### src/rtl/fetch_sequencer_if.sv
// Instruction-memory read bus between the fetch sequencer (master) and memory (slave).
interface fetch_sequencer_if #(
    parameter int DATA_WIDTH = 16
);
    logic [DATA_WIDTH-1:0] mem_addr_o;
    logic                  mem_rd_no;
    logic [DATA_WIDTH-1:0] mem_data_i;
    logic                  mem_rdy_i;

    modport master (
        output mem_addr_o,
        output mem_rd_no,
        input  mem_data_i,
        input  mem_rdy_i
    );

    modport slave (
        input  mem_addr_o,
        input  mem_rd_no,
        output mem_data_i,
        output mem_rdy_i
    );
endinterface

### src/rtl/fetch_sequencer.sv
// Instruction-fetch sequencer: samples the PC, reads memory, loads the IR, then strobes a PC increment.
// Optional FETCH_TIMEOUT_EN aborts a read that sees no ready within TIMEOUT_CYCLES wait edges.
module fetch_sequencer #(
    parameter int DATA_WIDTH     = 16,
    parameter int TIMEOUT_CYCLES = 15
) (
    input  logic                  clk_i,
    input  logic                  reset_ni,
    input  logic                  fetch_ni,
    input  logic [DATA_WIDTH-1:0] pc_i,
    output logic                  pc_inc_no,
    fetch_sequencer_if.master     mem,
    output logic [DATA_WIDTH-1:0] ir_o,
    output logic                  ir_valid_o,
    output logic                  busy_o,
    output logic                  fault_o
);
    // state | meaning
    // IDLE  | waiting for fetch_ni low
    // ADDR  | address registered, read strobe asserted on the next edge
    // WAIT  | read outstanding, waiting for mem_rdy_i
    // DONE  | IR loaded, pc_inc_no low for this one cycle
    localparam logic [1:0] ST_IDLE = 2'd0;
    localparam logic [1:0] ST_ADDR = 2'd1;
    localparam logic [1:0] ST_WAIT = 2'd2;
    localparam logic [1:0] ST_DONE = 2'd3;

    logic [1:0] state;
    logic       timeout_hit;

    if (TIMEOUT_CYCLES < 1) begin : g_bad_timeout
        $error("fetch_sequencer: TIMEOUT_CYCLES must be >= 1");
    end

`ifdef FETCH_TIMEOUT_EN
    localparam int               CNT_W    = $clog2(TIMEOUT_CYCLES + 1);
    localparam logic [CNT_W-1:0] CNT_LAST = CNT_W'(TIMEOUT_CYCLES - 1);

    logic [CNT_W-1:0] wait_cnt;

    // The abort edge is the TIMEOUT_CYCLES-th WAIT edge, so the count never passes CNT_LAST.
    assign timeout_hit = (wait_cnt == CNT_LAST);

    always_ff @(negedge clk_i) begin
        if (!reset_ni) begin
            wait_cnt <= '0;
            fault_o  <= 1'b0;
        end else begin
            if (state == ST_IDLE && !fetch_ni) begin
                fault_o <= 1'b0;
            end
            if (state == ST_ADDR) begin
                wait_cnt <= '0;
            end else if (state == ST_WAIT && !mem.mem_rdy_i) begin
                if (timeout_hit) begin
                    fault_o <= 1'b1;
                end else begin
                    wait_cnt <= wait_cnt + CNT_W'(1);
                end
            end
        end
    end
`else
    assign timeout_hit = 1'b0;
    assign fault_o     = 1'b0;
`endif

    always_ff @(negedge clk_i) begin
        if (!reset_ni) begin
            state          <= ST_IDLE;
            mem.mem_addr_o <= '0;
            mem.mem_rd_no  <= 1'b1;
            pc_inc_no      <= 1'b1;
            ir_o           <= '0;
            ir_valid_o     <= 1'b0;
        end else begin
            case (state)
                ST_IDLE: begin
                    if (!fetch_ni) begin
                        mem.mem_addr_o <= pc_i;
                        ir_valid_o     <= 1'b0;
                        state          <= ST_ADDR;
                    end
                end
                ST_ADDR: begin
                    mem.mem_rd_no <= 1'b0;
                    state         <= ST_WAIT;
                end
                ST_WAIT: begin
                    // Ready takes priority over an abort landing on the same edge.
                    if (mem.mem_rdy_i) begin
                        ir_o          <= mem.mem_data_i;
                        ir_valid_o    <= 1'b1;
                        mem.mem_rd_no <= 1'b1;
                        pc_inc_no     <= 1'b0;
                        state         <= ST_DONE;
                    end else if (timeout_hit) begin
                        mem.mem_rd_no <= 1'b1;
                        state         <= ST_IDLE;
                    end
                end
                ST_DONE: begin
                    pc_inc_no <= 1'b1;
                    state     <= ST_IDLE;
                end
                default: begin
                    state <= ST_IDLE;
                end
            endcase
        end
    end

    assign busy_o = (state != ST_IDLE);
endmodule

### src/flat_wrapper.sv
// flat-port wrapper written by rule: the top's interface ports become plain ports
module fetch_sequencer_flat 
#(
    parameter int DATA_WIDTH     = 16,
    parameter int TIMEOUT_CYCLES = 15
)
  (clk_i, reset_ni, fetch_ni, pc_i, pc_inc_no, ir_o, ir_valid_o, busy_o, fault_o, mem_mem_addr_o, mem_mem_rd_no, mem_mem_data_i, mem_mem_rdy_i);
  fetch_sequencer_if #(.DATA_WIDTH(DATA_WIDTH)) mem_i ();
  input  logic clk_i;
  input  logic reset_ni;
  input  logic fetch_ni;
  input  logic [DATA_WIDTH-1:0] pc_i;
  output logic pc_inc_no;
  output logic [DATA_WIDTH-1:0] ir_o;
  output logic ir_valid_o;
  output logic busy_o;
  output logic fault_o;
  output wire logic [$bits(mem_i.mem_addr_o)-1:0] mem_mem_addr_o;
  output wire logic [$bits(mem_i.mem_rd_no)-1:0] mem_mem_rd_no;
  input wire logic [$bits(mem_i.mem_data_i)-1:0] mem_mem_data_i;
  input wire logic [$bits(mem_i.mem_rdy_i)-1:0] mem_mem_rdy_i;
  assign mem_mem_addr_o = mem_i.mem_addr_o;
  assign mem_mem_rd_no = mem_i.mem_rd_no;
  assign mem_i.mem_data_i = mem_mem_data_i;
  assign mem_i.mem_rdy_i = mem_mem_rdy_i;
  fetch_sequencer #(.DATA_WIDTH(DATA_WIDTH), .TIMEOUT_CYCLES(TIMEOUT_CYCLES)) u_core (.clk_i(clk_i), .reset_ni(reset_ni), .fetch_ni(fetch_ni), .pc_i(pc_i), .pc_inc_no(pc_inc_no), .mem(mem_i), .ir_o(ir_o), .ir_valid_o(ir_valid_o), .busy_o(busy_o), .fault_o(fault_o));
endmodule
### config.mk
export PLATFORM = sky130hd
export DESIGN_NAME = fetch_sequencer_flat
export DESIGN_NICKNAME = d
export VERILOG_FILES = /design/src/rtl/fetch_sequencer_if.sv /design/src/rtl/fetch_sequencer.sv /design/src/flat_wrapper.sv
export SDC_FILE = /design/constraint.sdc
export NUM_CORES = 1
export LEC_CHECK = 0
export ABC_CLOCK_PERIOD_IN_PS = 2500
export CORE_MARGIN = 2
export CORE_UTILIZATION = 43
export CTS_CLUSTER_DIAMETER = 80
export CTS_CLUSTER_SIZE = 20
export DETAILED_ROUTE_END_ITERATION = 12
export PLACE_DENSITY = 0.86
export SETUP_SLACK_MARGIN = 0.1
export SYNTH_ARGS = -nofsm -noshare
export SYNTH_HDL_FRONTEND = slang
export SYNTH_SLANG_ARGS = --single-unit
### constraint.sdc
create_clock -name clk_i -period 2.5 [get_ports clk_i]
set_clock_uncertainty 0.15 [all_clocks]
set_input_delay 0.5 -clock clk_i [delete_from_list [all_inputs] [get_ports clk_i]]
set_output_delay 0.5 -clock clk_i [all_outputs]
set_load 0.05 [all_outputs]
==> flow_metrics.tcl, run 1 <==
set metrics [dict create \
    drv_cap 0 \
    startpoint_type "flip-flop" \
    drtAntennaViolNets 0 \
    clk_latency_ns 0.41 \
    cts_tree "done" \
    final_cell_area_sq_um 3140 \
    drt_iter0_markers 94 \
    setup_viol 36 \
    synthFlopType "dfxtp_1" \
    grt_max_degree 20 \
    htreeDepth 2 \
    grt_first_pass_wirelength_mm 8.69 \
    r2r_start "u_core.state[0]$_SDFFE_NN0P_" \
    worst-setup-path-type "reg -> out" \
    start_util_pct 44.9 \
    hold_viol 0 \
    synth_top_area_share_pct 49.0 \
    synth.distinct_cells 22 \
    pre_cts_slack_ns -0.682 \
    die_w_um 63.3 \
    synth_mux_area_share_pct 1.32 \
    die_area_sq_um 4000 \
    cellPowerDensity_nw_per_um2 928 \
    antenna_cells 0 \
    yosysMostFrequentCell "nand2_1" \
    dp_hpwl_mm 3.17 \
    vias_per_cell 5.10 \
    slowest_stage "dfxtp_2" \
    finalMaxSlewViolations 0 \
    vdd_ir_drop_max_uv 787 \
    drive_gt1_share_pct 40.3 \
    core_sq_um 3360 \
    reg2reg_depth 6 \
    grt_overflow 0 \
    firstDrtPassIters 4 \
    synth-edff-count 0 \
    worst_setup_path_end_kind "output pin" \
    num_io_pins 73 \
    synth_adder_area_share_pct 4.14 \
    syn_area_sq_um 1510 \
    min_from "u_core.ir_o[6]$_SDFFE_NN0P_" \
    cp_slowest_stage_delay_ns 0.31 \
    io_buffers 71 \
    netlist_instances 175 \
    async_flop_share_pct 0 \
    rows 21 \
    synth_top_area_cell "dfxtp_1" \
    outcome "finished with violations" \
    clk_path_buf_depth 2 \
    drc 0 \
    violations "setup timing" \
    vias 1806 \
    synth_commonest_cells "nand2_1 (68), dfxtp_1 (37), a21boi_1 (18), a21boi_0 (15)" \
    crit_chain "inv_2 > ha_4 > clkinvlp_4 > buf_12" \
    area.growth.synth_to_final_pct 108 \
    path_max_fanout 2 \
    r2r_setup_slack_ns 0.80 \
    rsz0062_at_grt "yes" \
    root_buffer "clkbuf_4" \
    cts_hold_buf 0 \
    track_usage_pct 28.4 \
    cts.clk_slew.worst_paths_ns 0.04 \
    hold_class "reg -> reg" \
    synthXorXnorAreaFrac_pct 0 \
    cts_num_sinks 37 \
    required_ns 1.85 \
    placed_cell_area_sq_um 2720 \
    routedWlPerCell_um 18.7 \
    power.leakage_nw 1.43 \
    crit_arrival_ns 2.45 \
    r2r_end "u_core.ir_o[11]$_SDFFE_NN0P_" \
    grt_pass1_vias 1909 \
    synth_top_family_by_area "compound AO/OA/AOI/OAI gates" \
    fin_ws_ns -0.600 \
    fin_tns_setup_ns -11.77 \
    gp_congestion 0.773 \
    antenna_found_initial 0 \
    fin_nets 349 \
    wl_mm 6.63 \
    fp.dieH_um 63.3 \
    syn-num-nets 216 \
    min_to "u_core.ir_o[6]$_SDFFE_NN0P_" \
    ys_seq_elements 37 \
    synth-compound-area-share_pct 19.4 \
    synth_simple_gate_area_share_pct 18.8 \
    numCtsBuffers 5 \
    hold_depth 2 \
    ys.warnings.count 0 \
    synth.area.top_cells "dfxtp_1 (49%), nand2_1 (17%), a21boi_1 (8.9%)" \
    avgSynthCellArea_sq_um 8.64 \
    seq_area_frac_synth_pct 49.0 \
]
layer usage:
layer	routed length, um	part of all wire (%)	global-route usage, %
met4	159	2.4	14.1
met2	3570	54	51.7
met3	552	8.3	14.8
met1	2350	35	25.4
met5	0	0	0
how the worst max path moves through the flow:
stage	endpoint	depth (start not counted)	slack [ns]	startpoint
finish	busy_o	4	-0.60	u_core.state[1]$_SDFFE_NN0P_
global route	busy_o	4	-0.63	u_core.state[0]$_SDFFE_NN0P_
CTS	busy_o	4	-0.59	u_core.state[1]$_SDFFE_NN0P_
detailed placement	u_core.state[1]$_SDFFE_NN0P_	4	-0.68	mem_mem_rdy_i
global placement	u_core.state[1]$_SDFFE_NN0P_	4	-0.65	mem_mem_rdy_i
floorplan	busy_o	3	-0.19	u_core.state[1]$_SDFFE_NN0P_
cells in the final DEF (no fill, tap or decap), types with 2 or more instances in the layout:
cell type,instances
clkdlybuf4s50_1,32
a21boi_0,12
buf_12,39
a21boi_2,2
nand2_1,67
inv_1,38
inv_2,2
nand2b_4,2
clkbuf_4,5
buf_2,2
a21oi_1,2
ha_1,4
buf_4,24
dfxtp_4,3
mux2i_1,2
dfxtp_2,34
a21boi_1,19
where the power goes:
group / leakage (nW) / switching [W] / internal [W]
Clock: 0.224 / 0.000465 / 0.000181
Combinational: 0.893 / 0.000727 / 0.000708
Sequential: 0.317 / 0.000113 / 0.000718
Total: 1.43 / 0.00131 / 0.00161
layout make-up:
| class | count | area (sq um) |
|---|---|---|
| clock inverter | 39 | 153 |
| sequential | 37 | 795 |
| multi-input combinational | 122 | 723 |
| clock buffer | 5 | 37.5 |
| timing repair buffer | 101 | 1360 |
| tap | 46 | 57.6 |
| inverter | 4 | 18.8 |
| fill | 109 | 224 |
kinds of logic (layout without fill, tap and decap cells):
| group | Yosys count | in the layout |
|---|---|---|
| and+or+nand+nor | 73 | 74 |
| muxes | 2 | 2 |
| DFF | 37 | 37 |
| other | 1 | 1 |
| adders and majority gates | 5 | 5 |
| AOI/OAI and AO/OA | 40 | 40 |
| buffers and inverters | 17 | 149 |
registers in the layout, indices dropped and copies added, names as in the netlist:
register	flops
u_core.ir_o	16
u_core.ir_valid_o	1
u_core.mem.mem_addr_o	16
u_core.mem.mem_rd_no	1
u_core.pc_inc_no	1
u_core.state	2
critical path: cells and delay by family (launching register included):
| family | cells | cell delay, ns |
|---|---|---|
| buf+inv | 3 | 0.32 |
| flops | 1 | 0.31 |
| fa+ha+maj | 1 | 0.15 |
per-stage QoR:
stage / util, % / hold WS (ns) / power, W / instances
floorplan: - / 0.318 / 0.00155 / 175
global placement: 80.8 / 0.307 / 0.00212 / 289
detailed placement: 80.8 / 0.313 / 0.00217 / 289
CTS: 90.3 / 0.320 / 0.00274 / 341
global route: 93.3 / 0.358 / 0.00304 / 354
finish: 93.3 / 0.332 / 0.00291 / 354
timing repair:
| action | 4_1_cts | 5_1_grt |
|---|---|---|
| resized for setup | 16 | 6 |
| endpoints found under the setup margin | 73 | 48 |
| pin swaps | 1 | 0 |
| setup buffers | 8 | 11 |
| gates cloned | 1 | 2 |
No activity file was read; power rests on OpenSTA's default activity.
==> inputs of run 2 (changes only) <==
--- a/config.mk
+++ b/config.mk
@@ -5,13 +5,13 @@
 export SDC_FILE = /design/constraint.sdc
 export NUM_CORES = 1
 export LEC_CHECK = 0
-export ABC_CLOCK_PERIOD_IN_PS = 2500
-export CORE_MARGIN = 2
-export CORE_UTILIZATION = 43
+export ABC_CLOCK_PERIOD_IN_PS = 3150
+export CORE_MARGIN = 1
+export CORE_UTILIZATION = 40
 export CTS_CLUSTER_DIAMETER = 80
 export CTS_CLUSTER_SIZE = 20
 export DETAILED_ROUTE_END_ITERATION = 12
-export PLACE_DENSITY = 0.86
+export PLACE_DENSITY = 0.81
 export SETUP_SLACK_MARGIN = 0.1
 export SYNTH_ARGS = -nofsm -noshare
 export SYNTH_HDL_FRONTEND = slang
==> constraint.sdc (replaced) <==
create_clock -name clk_i -period 3.15 [get_ports clk_i]
set_clock_uncertainty 0.15 [all_clocks]
set_input_delay 0.63 -clock clk_i [delete_from_list [all_inputs] [get_ports clk_i]]
set_output_delay 0.63 -clock clk_i [all_outputs]
set_load 0.05 [all_outputs]
==> run 2 against run 1 <==
Effect of this change:
- the flow still finishes with violations (setup timing)
- count of clock-buffer cells in the layout unchanged
- flip-flop and latch count unchanged
- via count down 11%
- register-to-register slack gained 0.58 ns
- clock power fell by 21%
==> flow_metrics.tcl, run 2 (synthesis gave the netlist of run 1 again) <==
set metrics [dict create \
    violations "setup timing" \
    vias 1606 \
    worst_setup_path_end_kind "output pin" \
    layout_commonest_cell "nand2_1" \
    gp_congestion 0.742 \
    fin_nets 337 \
    root_buffer "clkbuf_8" \
    min_from "u_core.ir_o[6]$_SDFFE_NN0P_" \
    worst-setup-path-type "reg -> out" \
    outcome "finished with violations" \
    cts.clk_slew.worst_paths_ns 0.04 \
    cts_tree "done" \
    switching_share_pct 41.1 \
    p_seq_share_pct 29.6 \
    startpoint "u_core.state[1]$_SDFFE_NN0P_" \
    die_w_um 63.5 \
    cts_hold_buf 0 \
    setup_viol 36 \
    area.growth.synth_to_final_pct 101 \
    num_io_pins 73 \
    io_buffers 71 \
    cts_num_sinks 37 \
    cellPowerDensity_nw_per_um2 727 \
    power_frac_comb_pct 47.2 \
    p_sw_w 0.000907 \
    hold_depth 2 \
    internal-power_w 0.00130 \
    clk_latency_ns 0.36 \
    drc 0 \
    rows 21 \
    pre_cts_slack_ns -0.459 \
    dp_hpwl_mm 2.84 \
    utilization_pct 87.6 \
    antenna_found_initial 0 \
    power.leakage_nw 1.37 \
    top_regs "u_core.ir_o x16, u_core.mem.mem_addr_o x16, u_core.state x2" \
    final_cell_mix "nand2_1 (68), inv_1 (39), buf_12 (39)" \
    startpoint_type "flip-flop" \
    grt_pass1_vias 1757 \
    firstDrtPassIters 4 \
    clkPwrFrac_pct 23.2 \
    start_util_pct 43.6 \
    rsz0062_at_grt "yes" \
    drtAntennaViolNets 0 \
    vdd_ir_drop_max_uv 597 \
    grt_overflow 0 \
    hold_viol 0 \
    clk_path_buf_depth 2 \
    die_area_sq_um 4030 \
    path_max_fanout 2 \
    drt_iter0_markers 73 \
    fp.dieH_um 63.5 \
    fin_ws_ns -0.333 \
    reg2reg_depth 8 \
    track_usage_pct 24.0 \
    required_ns 2.37 \
    htreeDepth 2 \
    hold_class "reg -> reg" \
    routedWlPerCell_um 13.1 \
    drv_cap 0 \
    drive_gt1_share_pct 35.7 \
    r2r_end "u_core.mem.mem_rd_no$_SDFFE_NN1P_" \
    min_to "u_core.ir_o[6]$_SDFFE_NN0P_" \
    antenna_cells 0 \
    grt_first_pass_wirelength_mm 7.39 \
    vias_per_cell 4.68 \
    core_sq_um 3470 \
    numCtsBuffers 5 \
    fin_tns_setup_ns -1.66 \
    grt_max_degree 23 \
    r2r_setup_slack_ns 1.38 \
    r2r_start "u_core.state[0]$_SDFFE_NN0P_" \
    crit_arrival_ns 2.70 \
    wl_mm 4.48 \
    finalMaxSlewViolations 0 \
]
==> run 2: power by group through the flow <==
stage / combinational, W / clock (W) / sequential (W)
2_1_floorplan: 0.000283 / 0.0000737 / 0.000845
3_3_place_gp: 0.000962 / 0.0000737 / 0.000635
3_5_place_dp: 0.000978 / 0.0000737 / 0.000641
4_1_cts: 0.00101 / 0.000531 / 0.000650
5_1_grt: 0.00110 / 0.000586 / 0.000663
6_report: 0.00104 / 0.000513 / 0.000654
==> run 2: layer usage <==
metal / up-vias / global-route usage (%) / routed length [um]
met5: - / 0 / 0
met3: 9 / 13.4 / 381
met1: 727 / 21.8 / 1780
met4: 0 / 12.2 / 94
met2: 71 / 42.3 / 2220
li1: 799 / - / -
==> run 2: worst max path at each step <==
| stage | to |
|---|---|
| 3_5_place_dp | u_core.state[1]$_SDFFE_NN0P_ |
| 2_1_floorplan | busy_o |
| 3_3_place_gp | u_core.state[1]$_SDFFE_NN0P_ |
| 4_1_cts | busy_o |
| 5_1_grt | busy_o |
| 6_report | busy_o |
==> run 2: what timing repair did <==
| item | 4_1_cts | 5_1_grt |
|---|---|---|
| setup endpoints to repair | 67 | 43 |
| buffers inserted | 3 | 3 |
| pin swaps | 1 | 0 |
| resized for setup | 41 | 8 |
==> run 2: cell type report <==
| type | count | area (sq um) |
|---|---|---|
| repair buffers | 90 | 1250 |
| flip-flops and latches | 37 | 795 |
| clock inverters | 40 | 154 |
| well taps | 46 | 57.6 |
| fillers | 168 | 429 |
| multi-input cells | 121 | 694 |
| clock buffers | 5 | 68.8 |
| inverters | 4 | 18.8 |
==> run 2: metrics by stage <==
stage / instances / hold slack, ns / total power (W) / cell area [sq um]
after floorplan: 175 / 0.318 / 0.00120 / 1530
after global placement: 293 / 0.327 / 0.00167 / 2710
after detailed placement: 293 / 0.332 / 0.00169 / 2710
after CTS: 340 / 0.319 / 0.00219 / 3010
after global routing: 343 / 0.338 / 0.00234 / 3040
final: 343 / 0.320 / 0.00221 / 3040
==> run 2: critical path, stage by stage, from the launching register on <==
cell	delay (ns)
dfxtp_2	0.32
inv_2	0.08
ha_4	0.14
clkinvlp_4	0.09
buf_12	0.15
